$ cat src/rtl/fifo_wr_arbiter.sv
// Round-robin arbiter sharing one FIFO write port among NUM_REQ requesters.
// A grant lasts one packet, MAX_BURST beats, or until IDLE_TIMEOUT idle cycles.
module fifo_wr_arbiter #(
    parameter int unsigned NUM_REQ      = 4,
    parameter int unsigned DATA_WIDTH   = 16,
    parameter int unsigned MAX_BURST    = 8,
    parameter int unsigned IDLE_TIMEOUT = 16
) (
    input  logic                          wr_clk_i,
    input  logic                          wr_rst_ni,
    input  logic [NUM_REQ-1:0]            req_valid_i,
    input  logic [NUM_REQ-1:0]            req_last_i,
    input  logic [NUM_REQ*DATA_WIDTH-1:0] req_data_i,
    output logic [NUM_REQ-1:0]            req_ready_o,
    input  logic                          fifo_full_i,
    output logic                          fifo_wr_en_o,
    output logic [DATA_WIDTH-1:0]         fifo_wr_data_o,
    output logic [$clog2(NUM_REQ)-1:0]    grant_id_o,
    output logic                          busy_o
);

    localparam int unsigned GW = $clog2(NUM_REQ);
    localparam int unsigned BW = $clog2(MAX_BURST + 1);
    localparam int unsigned IW = $clog2(IDLE_TIMEOUT + 1);

    typedef enum logic [0:0] {StArb, StGrant} state_e;

    state_e          state_q, state_d;
    logic [GW-1:0]   grant_q, grant_d;
    logic [GW-1:0]   last_grant_q, last_grant_d;
    logic [BW-1:0]   beat_cnt_q, beat_cnt_d;
    logic [IW-1:0]   idle_cnt_q, idle_cnt_d;

    logic [GW-1:0]   cand;
    logic            found;
    logic            cur_valid;
    logic            cur_last;
    logic            xfer;
    logic            release_grant;
    logic            wr_go;

    always_comb begin
        state_d       = state_q;
        grant_d       = grant_q;
        last_grant_d  = last_grant_q;
        beat_cnt_d    = beat_cnt_q;
        idle_cnt_d    = idle_cnt_q;
        cand          = '0;
        found         = 1'b0;
        cur_valid     = req_valid_i[grant_q];
        cur_last      = req_last_i[grant_q];
        xfer          = 1'b0;
        release_grant = 1'b0;

        case (state_q)
            StArb: begin
                // Search starts one past the previous holder and wraps.
                for (int unsigned k = 1; k <= NUM_REQ; k++) begin
                    cand = GW'((32'(last_grant_q) + k) % NUM_REQ);
                    if (!found && req_valid_i[cand]) begin
                        found   = 1'b1;
                        grant_d = cand;
                    end
                end
                if (found) begin
                    state_d    = StGrant;
                    beat_cnt_d = '0;
                    idle_cnt_d = '0;
                end
            end
            StGrant: begin
                xfer = cur_valid && !fifo_full_i;
                if (xfer) begin
                    beat_cnt_d = beat_cnt_q + 1'b1;
                end
                // Back-pressured cycles keep valid high, so they never count as idle.
                idle_cnt_d = cur_valid ? '0 : idle_cnt_q + 1'b1;
                if (xfer && (cur_last || beat_cnt_d == BW'(MAX_BURST))) begin
                    release_grant = 1'b1;
                end
                if (idle_cnt_d == IW'(IDLE_TIMEOUT)) begin
                    release_grant = 1'b1;
                end
                if (release_grant) begin
                    state_d      = StArb;
                    last_grant_d = grant_q;
                    beat_cnt_d   = '0;
                    idle_cnt_d   = '0;
                end
            end
            default: begin
                state_d = StArb;
            end
        endcase
    end

    always_comb begin
        wr_go          = xfer && wr_rst_ni;
        fifo_wr_en_o   = wr_go;
        req_ready_o    = '0;
        fifo_wr_data_o = '0;
        if (wr_go) begin
            req_ready_o[grant_q] = 1'b1;
            fifo_wr_data_o       = req_data_i[32'(grant_q) * DATA_WIDTH +: DATA_WIDTH];
        end
    end

    assign grant_id_o = grant_q;
    assign busy_o     = (state_q == StGrant);

    always_ff @(posedge wr_clk_i) begin
        if (!wr_rst_ni) begin
            state_q      <= StArb;
            grant_q      <= '0;
            last_grant_q <= GW'(NUM_REQ - 1);
            beat_cnt_q   <= '0;
            idle_cnt_q   <= '0;
        end else begin
            state_q      <= state_d;
            grant_q      <= grant_d;
            last_grant_q <= last_grant_d;
            beat_cnt_q   <= beat_cnt_d;
            idle_cnt_q   <= idle_cnt_d;
        end
    end

endmodule

$ cat config.mk
export PLATFORM = sky130hd
export DESIGN_NAME = fifo_wr_arbiter
export DESIGN_NICKNAME = d
export VERILOG_FILES = /design/src/rtl/fifo_wr_arbiter.sv
export SDC_FILE = /design/constraint.sdc
export NUM_CORES = 1
export LEC_CHECK = 0
export ABC_AREA = 1
export ABC_CLOCK_PERIOD_IN_PS = 3800
export CORE_MARGIN = 2
export CORE_UTILIZATION = 35
export CTS_BUF_LIST = sky130_fd_sc_hd__clkbuf_2 sky130_fd_sc_hd__clkbuf_4 sky130_fd_sc_hd__clkbuf_8
export DETAILED_ROUTE_END_ITERATION = 12
export GPL_TIMING_DRIVEN = 0
export PLACE_DENSITY = 0.82
export SYNTH_ARGS = -nofsm -noshare
export SYNTH_HDL_FRONTEND = slang
export SYNTH_SLANG_ARGS = --single-unit
$ cat constraint.sdc
create_clock -name wr_clk_i -period 3.8 [get_ports wr_clk_i]
set_input_delay 0.76 -clock wr_clk_i [delete_from_list [all_inputs] [get_ports wr_clk_i]]
set_output_delay 0.76 -clock wr_clk_i [all_outputs]
set_load 0.005 [all_outputs]
==> flow_metrics.tcl <==
set metrics [dict create \
    status "finished, final reports clean" \
    track_usage_pct 22.1 \
    p_comb_share_pct 53.7 \
    num_vias 2007 \
    fp.dieH_um 68.0 \
    synth_top_area_share_pct 24.1 \
    wl_per_cell_um 13.4 \
    crit_required_ps 3040 \
    ctsHtreeMaxLevel 1 \
    period_minus_slack_ps 3620 \
    wl_met1_um 2140 \
    num_rows 23 \
    p_sw_uw 252 \
    antenna_found_initial 0 \
    seqPwrFrac_pct 27.4 \
    slew_headroom_pct 69.8 \
    synth-main-ff-cell "dfxtp_1" \
    slew_violations 0 \
    cp-startpoint "wr_rst_ni" \
    setup_slack_ps 181 \
    synth_cells 246 \
    intPower_uw 393 \
    totalWireLength_um 5310 \
    initial_core_util_pct 36.1 \
    gp_congestion 0.862 \
    dr.max_layer_used "met4" \
    syn2layout_area_growth_pct 76.7 \
    grt_max_degree 11 \
    finalHoldViolCount 0 \
    die-area_um2 4620 \
    cts_buffer_depth 2 \
    cp_max_fo 10 \
    finalCritPeriodShare_pct 95.2 \
    met3_length_um 506 \
    wl_met2_um 2580 \
    async_flop_share_pct 0 \
    switching_share_pct 39.1 \
    dr.pass1.iters 4 \
    grt_pass1_wl_um 7960 \
    fill_cells 371 \
    synth.area.top_cells "nand2_1 24%, dfxtp_1 20%, a22oi_1 8.9%" \
    die_x_um 68.0 \
    ant_nets 0 \
    worstHoldPathType "reg2reg" \
    min_from "beat_cnt_q[3]" \
    irDropWorstVdd_mv 0.239 \
    cts_tree "built" \
    path_clk_slew_ps 60 \
    synth_seq_cells 14 \
    ctsHoldBuffers 0 \
    ios 99 \
    critPathArrivalTime_ps 2860 \
    numCtsBuffers 3 \
    synth_cell_type_count 25 \
    nets 426 \
    dpl_worst_slack_ps 33.1 \
    clkLatencyLatePin_ps 240 \
    hpwl_um 4300 \
    fmax_mhz 276 \
    via_per_inst 5.06 \
    synth_fp_nets 323 \
    antennaDiodeCount 0 \
    drt_iter0_markers 85 \
    drive_above_1_share_pct 7.78 \
    seq_area_frac_synth_pct 19.5 \
    yosys-top-cells-count "92 x nand2_1, 18 x a31oi_1, 17 x a22oi_1" \
    grt_setup_unrepaired "false" \
    p_leak_uw 0.00106 \
    power_density_nw_per_um2 254 \
    worstReg2RegStart "grant_id_o[0]" \
    avgSynthCellArea_um2 5.83 \
    crit_type "in2out" \
    yosysTopAreaCell "nand2_1" \
    drc 0 \
    syn_area_um2 1430 \
    cp-end-kind "output pin" \
    clock-sinks 14 \
    tightest_slew_ps 454 \
    root_buffer "clkbuf_8" \
    start_kind "input port" \
    pwr-share-clk_pct 18.9 \
    synth_edf_count 0 \
    maxCapViolations 0 \
    core_um2 3970 \
    yosysWarnings 0 \
    grt-ovfl-total 0 \
    grt_pass1_vias 1732 \
    synth.most_common_cell "nand2_1" \
    port_buffers 98 \
    fin_tns_setup_ps 0 \
    finalClockSkew_ps 1.46 \
    setup_violations 0 \
]
[stage by stage]
step / area (um^2) / cells / hold WS (ps) / total power [uW] / util (%)
4_1_cts: 2520 / 397 / 484 / 644 / 63.4
3_3_place_gp: 2480 / 394 / 465 / 518 / 62.4
6_report: 2530 / 397 / 481 / 644 / 63.8
5_1_grt: 2530 / 397 / 490 / 691 / 63.8
3_5_place_dp: 2480 / 394 / 477 / 523 / 62.4
2_1_floorplan: 1430 / 246 / 455 / 371 / -
[logic make-up (layout without fill, tap and decap cells)]
kind of cell	Yosys count	count (layout)	share of synthesized area, %
flops	14	14	19.5
xor+xnor	4	4	2.44
buf+inv	30	131	8.12
simple gates	137	137	43.0
compound gates	59	59	25.1
fa+ha+maj	2	2	1.74
[sequential cells by signal (all words and copies together) (netlist names)]
| register | count |
|---|---|
| beat_cnt_q | 4 |
| busy_o | 1 |
| grant_id_o | 2 |
| idle_cnt_q | 5 |
| last_grant_q | 2 |
[worst max-delay path, stage by stage]
cell	delay [ps]
clkdlybuf4s50_1	610
clkinvlp_4	270
nor3_4	250
inv_2	50
clkbuf_2	200
a31oi_1	180
clkdlybuf4s50_1	530
[cells in the final DEF (no fill, tap or decap), drive strengths merged, types with 2 or more instances in the layout]
cell type      instances
nand2                100
clkdlybuf4s50         97
inv                   20
a31oi                 18
a22oi                 17
dfxtp                 14
o21ai                 14
nor2                  13
nand3                 11
a21oi                 10
clkbuf                10
nand4                  7
xor2                   3
or2                    2
ha                     2
nor3                   2
[path summary, 6_finish.rpt]
kind / slack (ps) / end / cells past startpoint
max: 180 / fifo_wr_data_o[1] / 7
min: 480 / beat_cnt_q[3] / 2
max reg2reg: 1900 / last_grant_q[0] / 15
min reg2reg: 480 / beat_cnt_q[3] / 2
[layer usage]
metal  track usage (%)  up-vias
met5                 0        -
met4              5.25        0
met3              5.92        9
met2              42.1       65
met1              23.9      890
li1                  -     1043
[power by group through the flow]
stage / clock, uW / combinational, uW / sequential (uW)
finish: 122 / 346 / 176
floorplan: 0 / 195 / 176
CTS: 123 / 345 / 176
global route: 127 / 385 / 179
detailed placement: 0 / 344 / 179
global placement: 0 / 339 / 179
[final cells by class]
type                       count  area (um^2)  share of cell area, %
buffer                         8         36.3                   1.43
timing repair buffer          98          983                   38.8
tap                           50         62.6                   2.47
multi-input combinational    202         1040                   41.2
sequential                    14          280                   11.1
clock buffer                   3         41.3                   1.63
inverter                      22         86.3                   3.41
[timing repair]
| item | CTS | global route |
|---|---|---|
| setup buffers | 0 | 0 |
| setup endpoints to repair | 0 | 19 |
| resized for setup | 0 | 7 |
Power figures use the tool's default switching activity.
